**config.mk**
```make
export PLATFORM = sky130hd
export DESIGN_NAME = syscall_server
export DESIGN_NICKNAME = d
export VERILOG_FILES = /design/src/rtl/syscall_pkg.sv /design/src/rtl/syscall_hex_digit.sv /design/src/rtl/syscall_server.sv
export SDC_FILE = /design/constraint.sdc
export NUM_CORES = 1
export LEC_CHECK = 0
export ABC_AREA = 1
export CAP_MARGIN = 25
export CORE_MARGIN = 2
export CORE_UTILIZATION = 25
export DETAILED_ROUTE_END_ITERATION = 8
export GPL_TIMING_DRIVEN = 1
export PLACE_DENSITY = 0.57
export SLEW_MARGIN = 30
export SYNTH_ARGS = -nofsm -noshare
export SYNTH_HDL_FRONTEND = slang
export SYNTH_SLANG_ARGS = --single-unit
```
**constraint.sdc**
```tcl
create_clock -name clk -period 3.06 [get_ports clk]
set_input_delay 0.459 -clock clk [delete_from_list [all_inputs] [get_ports clk]]
set_output_delay 0.459 -clock clk [all_outputs]
set_load 0.05 [all_outputs]
```
**src/rtl/syscall_pkg.sv**
```systemverilog
// syscall_server shared types: FSM states, request opcodes, ASCII constants
// and the fixed strobe priority.
package syscall_pkg;

  typedef enum logic [3:0] {
    IDLE, MEM_REQ, MEM_WAIT, GI_WR, STR_OUT,
    HEX_HI, HEX_LO, SEP, NL, DONE
  } state_t;

  typedef enum logic [2:0] {
    OP_GI, OP_PACC, OP_PREGS, OP_PSTR, OP_PSTK
  } op_t;

  localparam logic [7:0] ASCII_NL    = 8'h0A;
  localparam logic [7:0] ASCII_SEP   = 8'h20;
  localparam logic [7:0] ASCII_DIG   = 8'h30;
  localparam logic [7:0] ASCII_ALPHA = 8'h37;

  // stb = {print_stack, print_string, print_regs, print_acc, get_int}
  function automatic op_t pick_op(input logic [4:0] stb);
    if (stb[0])      return OP_GI;
    else if (stb[1]) return OP_PACC;
    else if (stb[2]) return OP_PREGS;
    else if (stb[3]) return OP_PSTR;
    else             return OP_PSTK;
  endfunction

endpackage

```
**src/rtl/syscall_hex_digit.sv**
```systemverilog
// Nibble to uppercase ASCII hex digit.
import syscall_pkg::*;

module syscall_hex_digit (
  input  logic [3:0] nib,
  output logic [7:0] ascii
);

  assign ascii = (nib < 4'd10) ? ASCII_DIG + {4'h0, nib}
                               : ASCII_ALPHA + {4'h0, nib};

endmodule

```
**src/rtl/syscall_server.sv**
```systemverilog
// Syscall service FSM: get_int, print_acc/regs/string/stack to console.
// print_stack traversal is built only with SYSCALL_SERVER_STACK_EN.
import syscall_pkg::*;

module syscall_server #(
  parameter int          NREGS    = 4,
  parameter int          MAX_STR  = 32,
  parameter logic [7:0]  INT_BASE = 8'h80
) (
  input  logic               clk,
  input  logic               rst,
  input  logic               get_int,
  input  logic               print_acc,
  input  logic               print_regs,
  input  logic               print_string,
  input  logic               print_stack,
  input  logic [7:0]         acc,
  input  logic [7:0]         sp,
  input  logic [8*NREGS-1:0] regs_flat,
  output logic               busy,
  output logic               done,
  output logic               acc_we,
  output logic [7:0]         acc_wdata,
  output logic               mem_rd,
  output logic [7:0]         mem_addr,
  input  logic [7:0]         mem_rdata,
  output logic               out_valid,
  input  logic               out_ready,
  output logic [7:0]         out_data
);

  localparam int RW = (NREGS > 1) ? $clog2(NREGS) : 1;
  localparam int CW = $clog2(MAX_STR + 1);

  state_t             state;
  op_t                op;
  op_t                sel;
  logic [7:0]         int_ptr;
  logic [7:0]         addr;
  logic [7:0]         val;
  logic [8*NREGS-1:0] regs_q;
  logic [RW-1:0]      ridx;
  logic [CW-1:0]      cnt;
  logic [4:0]         stb;
  logic               any_stb;
  logic               xfer;
  logic [3:0]         nib;
  logic [7:0]         hex_asc;

`ifdef SYSCALL_SERVER_STACK_EN
  logic [7:0]         sp_q;
`else
  logic               sp_unused;
  assign sp_unused = ^sp;
`endif

  assign stb     = {print_stack, print_string, print_regs,
                    print_acc, get_int};
  assign any_stb = |stb;
  assign sel     = pick_op(stb);
  assign busy    = (state != IDLE) | any_stb;

  assign done      = (state == DONE);
  assign acc_we    = (state == GI_WR);
  assign acc_wdata = acc_we ? mem_rdata : 8'h00;
  assign mem_rd    = (state == MEM_REQ);
  assign mem_addr  = mem_rd ? addr : 8'h00;
  assign out_valid = (state == STR_OUT) | (state == HEX_HI) |
                     (state == HEX_LO) | (state == SEP) |
                     (state == NL);
  assign xfer      = out_valid & out_ready;

  assign nib = (state == HEX_HI) ? val[7:4] : val[3:0];

  syscall_hex_digit u_hex (
    .nib   (nib),
    .ascii (hex_asc)
  );

  always_comb begin
    out_data = 8'h00;
    unique case (state)
      STR_OUT:        out_data = val;
      HEX_HI, HEX_LO: out_data = hex_asc;
      SEP:            out_data = ASCII_SEP;
      NL:             out_data = ASCII_NL;
      default:        out_data = 8'h00;
    endcase
  end

  always_ff @(posedge clk or posedge rst) begin
    if (rst) begin
      state   <= IDLE;
      op      <= OP_GI;
      int_ptr <= INT_BASE;
      addr    <= 8'h00;
      val     <= 8'h00;
      regs_q  <= '0;
      ridx    <= '0;
      cnt     <= '0;
`ifdef SYSCALL_SERVER_STACK_EN
      sp_q    <= 8'h00;
`endif
    end else begin
      unique case (state)
        IDLE: if (any_stb) begin
          op <= sel;
          unique case (sel)
            OP_GI: begin
              addr  <= int_ptr;
              state <= MEM_REQ;
            end
            OP_PACC: begin
              val   <= acc;
              state <= HEX_HI;
            end
            OP_PREGS: begin
              regs_q <= regs_flat;
              val    <= regs_flat[7:0];
              ridx   <= '0;
              state  <= HEX_HI;
            end
            OP_PSTR: begin
              addr  <= acc;
              cnt   <= '0;
              state <= MEM_REQ;
            end
            default: begin
`ifdef SYSCALL_SERVER_STACK_EN
              sp_q  <= sp;
              addr  <= 8'hFF;
              state <= (sp == 8'hFF) ? NL : MEM_REQ;
`else
              state <= DONE;
`endif
            end
          endcase
        end
        MEM_REQ:
          state <= (op == OP_GI) ? GI_WR : MEM_WAIT;
        MEM_WAIT: begin
          val <= mem_rdata;
          if (op == OP_PSTR)
            state <= (mem_rdata == 8'h00) ? NL : STR_OUT;
          else
            state <= HEX_HI;
        end
        GI_WR: begin
          int_ptr <= int_ptr + 8'd1;
          state   <= DONE;
        end
        STR_OUT: if (xfer) begin
          addr  <= addr + 8'd1;
          cnt   <= cnt + 1'b1;
          state <= (cnt == CW'(MAX_STR - 1)) ? NL : MEM_REQ;
        end
        HEX_HI: if (xfer)
          state <= HEX_LO;
        HEX_LO: if (xfer)
          state <= (op == OP_PACC) ? NL : SEP;
        SEP: if (xfer) begin
          if (op == OP_PREGS) begin
            if (ridx == RW'(NREGS - 1)) begin
              state <= NL;
            end else begin
              ridx   <= ridx + 1'b1;
              regs_q <= regs_q >> 8;
              val    <= 8'(regs_q >> 8);
              state  <= HEX_HI;
            end
          end else begin
`ifdef SYSCALL_SERVER_STACK_EN
            if (addr == sp_q + 8'd1) begin
              state <= NL;
            end else begin
              addr  <= addr - 8'd1;
              state <= MEM_REQ;
            end
`else
            state <= NL;
`endif
          end
        end
        NL: if (xfer)
          state <= DONE;
        DONE:
          state <= IDLE;
        default:
          state <= IDLE;
      endcase
    end
  end

endmodule
```
=== Word level (Yosys, flattened, before mapping) ===
Cells that the tools add are included.

* Add/subtract/negate cells: 6
* $lt $le $gt $ge: 1
* Eq/ne operators: 29
* Muxes and demuxes: 50
* Bitwise logic cells: 6
* Reductions and logical operators: 18

{| class="wikitable"
|+ Operator list
! cell !! number
|-
| 32-bit two-way mux || 5
|-
| 8-bit two-way mux || 9
|-
| 32-bit case mux with 2 select lines || 1
|-
| 4-bit two-way mux || 13
|-
| 8-bit case mux with 2 select lines || 3
|-
| 4-bit case mux with 9 select lines || 1
|-
| 8-bit case mux with 4 select lines || 1
|-
| 8-bit case mux with 3 select lines || 1
|-
| 6-bit two-way mux || 3
|-
| 6-bit AND reduction || 3
|-
| 8-bit by 1-bit adder with 8-bit output (second input constant) || 2
|-
| 4-bit by 3-bit == test with 1-bit output (second input constant) || 4
|-
| 6-bit by 4-bit adder with 7-bit output (first input constant) || 2
|-
| 2-bit inequality test (second input constant) || 7
|-
| 3-bit by 2-bit == test with 1-bit output (second input constant) || 4
|-
| 3-bit two-way mux || 4
|-
| 6-bit case mux with 2 select lines || 1
|-
| 2-bit two-way mux || 5
|-
| 4-bit by 2-bit == test with 1-bit output (second input constant) || 2
|-
| 4-bit == test (second input constant) || 2
|-
| 8-bit zero test || 1
|-
| 4-bit case mux with 2 select lines || 1
|-
| 4-bit AND reduction || 2
|-
| 6-bit by 1-bit adder with 6-bit output (second input constant) || 1
|-
| other kinds (20) || 32
|}

* Register bits after elaboration: 71
* Bits of input ports: 64
* Output and inout bits: 29
* Logic and storage cells: 118

=== Depth between registers and ports, before layout ===
* Word-level depth: 9
* Mapped depth: 12
* Depth with buffers taken out: 11

=== Cells and area by module ===
A second synthesis with hierarchy kept.

* Cell total of the unflattened synthesis: 657
* Area, all modules: 4352.9 µm²

{| class="wikitable"
|+ By module, submodules not included
! module !! instances !! cells each !! area an instance (µm²) !! seq. area each (µm²)
|-
| syscall_server || 1 || 632 || 4229.1 || 1577.8
|-
| syscall_hex_digit || 1 || 25 || 123.9 || 0.0
|}

=== Worst setup path before layout ===
Ideal clock, no wire load.

* Path kind: register to output
* Start: register state[3]
* End: output port mem_addr[0]
* Data arrival time: 2.546 ns
* Data required time: 2.601 ns
* Slack: 0.055 ns
* Cell stages (with the launch flop): 6
* Path buffers: 0
* Cell sequence: dfrtp_1 inv_2 nand2_4 nor2_1 clkinv_1 nor2_1

* Longest elaborated chain between the ends: 2

{| class="wikitable"
|+ RTL lines
! item !! RTL line !! text
|-
| start, declared || syscall_server.sv:35 || <nowiki>state_t state;</nowiki>
|-
| start signal, assigned || syscall_server.sv:140 || <nowiki>state <= (op == OP_GI) ? GI_WR : MEM_WAIT;</nowiki>
|-
| start signal, assigned || syscall_server.sv:144 || <nowiki>state <= (mem_rdata == 8'h00) ? NL : STR_OUT;</nowiki>
|-
| start signal, assigned || syscall_server.sv:155 || <nowiki>state <= (cnt == CW'(MAX_STR - 1)) ? NL : MEM_REQ;</nowiki>
|-
| 4-bit by 1-bit == test with 1-bit output || syscall_server.sv:66 || <nowiki>assign mem_rd = (state == MEM_REQ);</nowiki>
|-
| named net mem_rd || syscall_server.sv:24 || <nowiki>output logic mem_rd,</nowiki>
|-
| 8-bit two-way mux || syscall_server.sv:67 || <nowiki>assign mem_addr = mem_rd ? addr : 8'h00;</nowiki>
|-
| end, declared || syscall_server.sv:25 || <nowiki>output logic [7:0] mem_addr,</nowiki>
|}

The timed path passes the listed nets, and every way through them passes these cells.

=== Worst setup path in the final report ===
* Start: register state[1]
* End: output port out_valid

* Longest elaborated chain between the ends: 5
* Elaborated cells between the ends (all ways): 9
* Those cells by class: eq/ne (5); bitwise (4)

{| class="wikitable"
|+ RTL lines
! item !! RTL line !! text
|-
| 4-bit by 3-bit == test with 1-bit output || syscall_server.sv:68 || <nowiki>assign out_valid = (state == STR_OUT) | (state == HEX_HI) |</nowiki>
|-
| 1-bit bitwise OR (2 in series) || syscall_server.sv:68 ||
|-
| 1-bit bitwise OR || syscall_server.sv:69 || <nowiki>(state == HEX_LO) | (state == SEP) |</nowiki>
|-
| 1-bit bitwise OR * || syscall_server.sv:69 ||
|-
| end, declared || syscall_server.sv:27 || <nowiki>output logic out_valid,</nowiki>
|}

Every way passes the cells marked *; elsewhere a longest branch is shown, timed or not.

==> impl_summary.md <==
Timing
Clock skew on the completed layout was measured at 0.00910 ns. The upper clock frequency limit is 0.346 GHz. The accumulated negative setup slack is 0 ns. The final max-slew violation count is 0. The final critical path takes up 94.5% of the cycle. The setup slack of the critical path after layout is 0.169 ns. The minimum period implied by the final worst setup slack is 2.89 ns.

The headroom to the max-slew limit is 57.9%. Setup repair after global routing left no endpoint under its margin. The count of final hold-check violations is 0. For the pin with the worst max-slew slack, the measured transition is 0.632 ns. Setup violations remaining at the end of the flow were counted as 0.

Routing
After the first detailed-routing iteration, the DRC count stood at 275. The vias after detailed routing is 3,870. The routed length per instance is 13.0 um.

The first-pass iteration count of the detailed router is 7. The via density per instance is 4.35. The final layout contains routed wiring with a total length of 11,600 um. The remaining number of nets flagged by the antenna check after routing is 0. After detailed routing, the number of remaining DRC violations is 0.

CTS
Clock tree synthesis found a total of 63 sinks. In this run, post-CTS hold repair placed 0 buffers. After clock tree synthesis, the clock-pin slew on the worst setup and hold paths is 0.06 ns. In this run the number of H-tree levels came out at 3. The clock passes through at most 2 buffers. In this run, CTS created clock tree buffers numbering 9.

For the worst-skew pair, the clock arrives at the later sink with an insertion delay of 0.33 ns. The cell chosen for the clock root is sky130_fd_sc_hd__clkbuf_16. The CTS tree is done.

Power and ir drop
Across the VDD grid, the largest voltage drop is 286 uV. Power spread over the standard cell area amounts to 882 nW/um^2. In this run the static leakage power is 2.75 nW.

Synth
The mapped netlist covers 4170 um^2. In the synthesized netlist the dominant register cell turns out to be sky130_fd_sc_hd__dfrtp_1. The count of mapped cells out of synthesis is 577.

Sequential cells were found to cover 37.9% of the synthesized design area. The flip-flop and latch count after synthesis is 63. The number of enable-type register cells in the synthesized netlist is 0. The yosys synthesis warning count is 0.

The number of distinct standard cells referenced by the synthesized netlist is 32. The number of nets handed over by synthesis was 646. The share of synthesized registers carrying an async set or reset is 100%.

A synthesized cell averages 7.22 um^2.

Setup path
The maximum cell stage delay along the critical path is 0.82 ns. The category of the worst setup path launch point is a flip-flop. The setup path with the least slack is of type flip-flop to output port. The required time of the critical path is 2.60 ns. In this design, the largest share of critical-path delay is due to buffers and inverters. The number of buffer and inverter stages on the critical path is 3.

The highest-delay cell along the critical path is sky130_fd_sc_hd__clkdlybuf4s50_1. The signal on the critical path passes through inv_1 -> nand2_1 -> nor2_1 -> nor2_1 -> inv_1 -> clkdlybuf4s50_1. Of all nets on the critical path, the largest fanout is 4.

For the worst setup path, the data arrival time is 2.43 ns. The endpoint kind of the worst setup timing path is an output port.

Floorplanning
The width of the die is 133 um. The floorplan has 47 rows. The core region is 16,500 um^2. The vertical extent of the die is 133 um. During I/O placement, the number of pins put on the boundary was 93. The die covers 17,700 um^2.

The starting density of the core is 25.3%.

Final layout
Registers take 1580 um^2. The layout cell share with drive strength beyond 1 is 12.7%. The area of the multi-input gates is 2250 um^2. The number of antenna repair diodes is 0. The layout has 1,782 filler cells.

After routing the design area is 5580 um^2. The synthesis-to-layout area growth is 33.8%. Once layout is complete, the utilization of the core stands at 33.9%.

Once layout is complete, the cells apart from fillers number 890. The net count of the finished layout is 734.

Placement
The pre-CTS setup slack is 0.354 ns. The number of port buffers is 84. Detailed placement finished with a half-perimeter wire length of 8830 um. At the end of routability-driven placement, the weighted congestion stood at 0.870. The placed cell area is 5250 um^2. The number of cells in the design after placement is 874.

Run
The count of max-cap constraint violations is 0.

Run status
The flow ran to the end, and the final reports show no timing, DRC or antenna violations.

GRT
The first global-routing pass estimated 19,000 um of wire. Across every metal layer, demand over resource in global routing totals 13.5%. The number of antenna violations at the first check in global routing is 0. Entering global routing, the biggest net connects 53 pins. The total overflow reported by the global router is 0. The number of global-route vias before repair is 3,759.

Hold path
The path class of the lowest-slack min-delay path is flip-flop to flip-flop.
## Yosys cell counts (2+ instances only)
library cell / n / share of area, %
sky130_fd_sc_hd__a21oi_1: 13 / 1.6
sky130_fd_sc_hd__buf_6: 6 / 1.6
sky130_fd_sc_hd__inv_2: 4 / 0.36
sky130_fd_sc_hd__nand2_2: 2 / 0.30
sky130_fd_sc_hd__nor3_1: 3 / 0.36
sky130_fd_sc_hd__o211ai_1: 3 / 0.54
sky130_fd_sc_hd__o21ai_1: 14 / 1.7
sky130_fd_sc_hd__nand4_1: 3 / 0.45
sky130_fd_sc_hd__o21ai_2: 22 / 4.6
sky130_fd_sc_hd__nor2_1: 51 / 4.6
sky130_fd_sc_hd__nand2_4: 5 / 1.4
sky130_fd_sc_hd__ha_1: 5 / 1.5
sky130_fd_sc_hd__xor2_1: 9 / 1.9
sky130_fd_sc_hd__o21ai_0: 47 / 5.6
sky130_fd_sc_hd__mux2i_1: 16 / 3.8
sky130_fd_sc_hd__nor2_4: 6 / 1.6
sky130_fd_sc_hd__nor2_2: 3 / 0.45
sky130_fd_sc_hd__inv_1: 58 / 5.2
sky130_fd_sc_hd__buf_2: 6 / 0.72
sky130_fd_sc_hd__xnor2_1: 2 / 0.42
sky130_fd_sc_hd__nand3_1: 38 / 4.6
sky130_fd_sc_hd__nand2_1: 189 / 17
sky130_fd_sc_hd__dfrtp_1: 62 / 37
sky130_fd_sc_hd__clkbuf_1: 2 / 0.18
## area by class of cell
cell class,count,area share [%]
Clock buffer,9,4.04
Clock inverter,7,1.86
Inverter,63,4.24
Multi-Input combinational cell,437,40.4
Sequential cell,63,28.3
Tap cell,220,4.94
Timing Repair Buffer,91,16.3
## path summary, 6_finish.rpt
kind / slack (ns) / endpoint / cells after the start / from
worst max-delay path: 0.17 / out_valid / 6 / state[1]
worst min-delay path: 0.48 / regs_q[29] / 2 / regs_q[29]
worst max register to register: 0.91 / regs_q[17] / 8 / state[2]
worst min register to register: 0.48 / regs_q[29] / 2 / regs_q[29]
max in group asynchronous: 2.15 / regs_q[23] / 3 / rst
min in group asynchronous: 0.52 / op[1] / 3 / rst
## metrics by stage
step | total power, mW | hold slack, ns
2_1_floorplan | 3.21 | 0.454
3_3_place_gp | 3.78 | 0.465
3_5_place_dp | 3.80 | 0.467
4_1_cts | 4.96 | 0.482
5_1_grt | 5.30 | 0.504
6_report | 4.92 | 0.482
## per-layer routing
metal  track usage [%]  share of wire, %  vias to the layer above
li1                  -                 -                     2041
met1              17.2                46                     1751
met2              22.7                48                       61
met3              2.89               3.6                       17
met4              4.91               2.2                        0
met5                 0                 0                        -
## worst register-to-register path, delay by kind of cell, from the launching register on
kind            cells  cell delay [ns]
compound gates      2             0.35
buf+inv             1             0.13
flops               1             0.44
simple gates        5             1.15
## kinds of logic (layout without fill, tap and decap cells)
| kind of cell | count (synthesis) | in the layout | synth area share (%) |
|---|---|---|---|
| AO/OA/AOI/OAI | 102 | 102 | 14.8 |
| XOR/XNOR | 11 | 11 | 2.31 |
| adder cells (fa/ha/maj) | 5 | 5 | 1.50 |
| buffers and inverters | 77 | 170 | 8.20 |
| flip-flops | 63 | 63 | 37.9 |
| multiplexers | 16 | 16 | 3.84 |
| AND/OR/NAND/NOR | 303 | 303 | 31.5 |
## placed cells by master, fill, tap and decap left out, drive strengths merged, types with 2 or more instances in the layout
| cell type | Yosys | layout |
|---|---|---|
| nor3 | 3 | 3 |
| ha | 5 | 5 |
| nand3 | 38 | 38 |
| dfrtp | 62 | 62 |
| bufinv | 0 | 2 |
| clkbuf | 2 | 9 |
| a21oi | 13 | 13 |
| nand2 | 196 | 196 |
| buf | 12 | 21 |
| nand4 | 3 | 3 |
| clkinv | 1 | 2 |
| nor2 | 61 | 61 |
| o21ai | 84 | 84 |
| clkdlybuf4s50 | 0 | 69 |
| clkinvlp | 0 | 2 |
| xnor2 | 2 | 2 |
| o211ai | 3 | 3 |
| xor2 | 9 | 9 |
| mux2i | 16 | 16 |
| inv | 62 | 64 |
## registers in the layout, summed over array words and instances (netlist names)
| signal | count |
|---|---|
| cnt | 6 |
| op | 3 |
| state | 4 |
| ridx | 2 |
| val | 8 |
| addr | 8 |
| int_ptr | 8 |
| regs_q | 24 |
## where the power goes
group | switching, mW | leakage [nW] | total (mW) | internal, mW
registers | 0.234 | 0.810 | 1.39 | 1.15
clock network | 0.415 | 0.154 | 1.14 | 0.723
logic | 1.59 | 1.79 | 2.39 | 0.804
## repair_timing
item / CTS / global route
setup endpoints to repair: 1 / 4
resized for setup: 1 / 2
setup buffers: 0 / 0
Note: power is estimated with default switching activity, not from simulation.
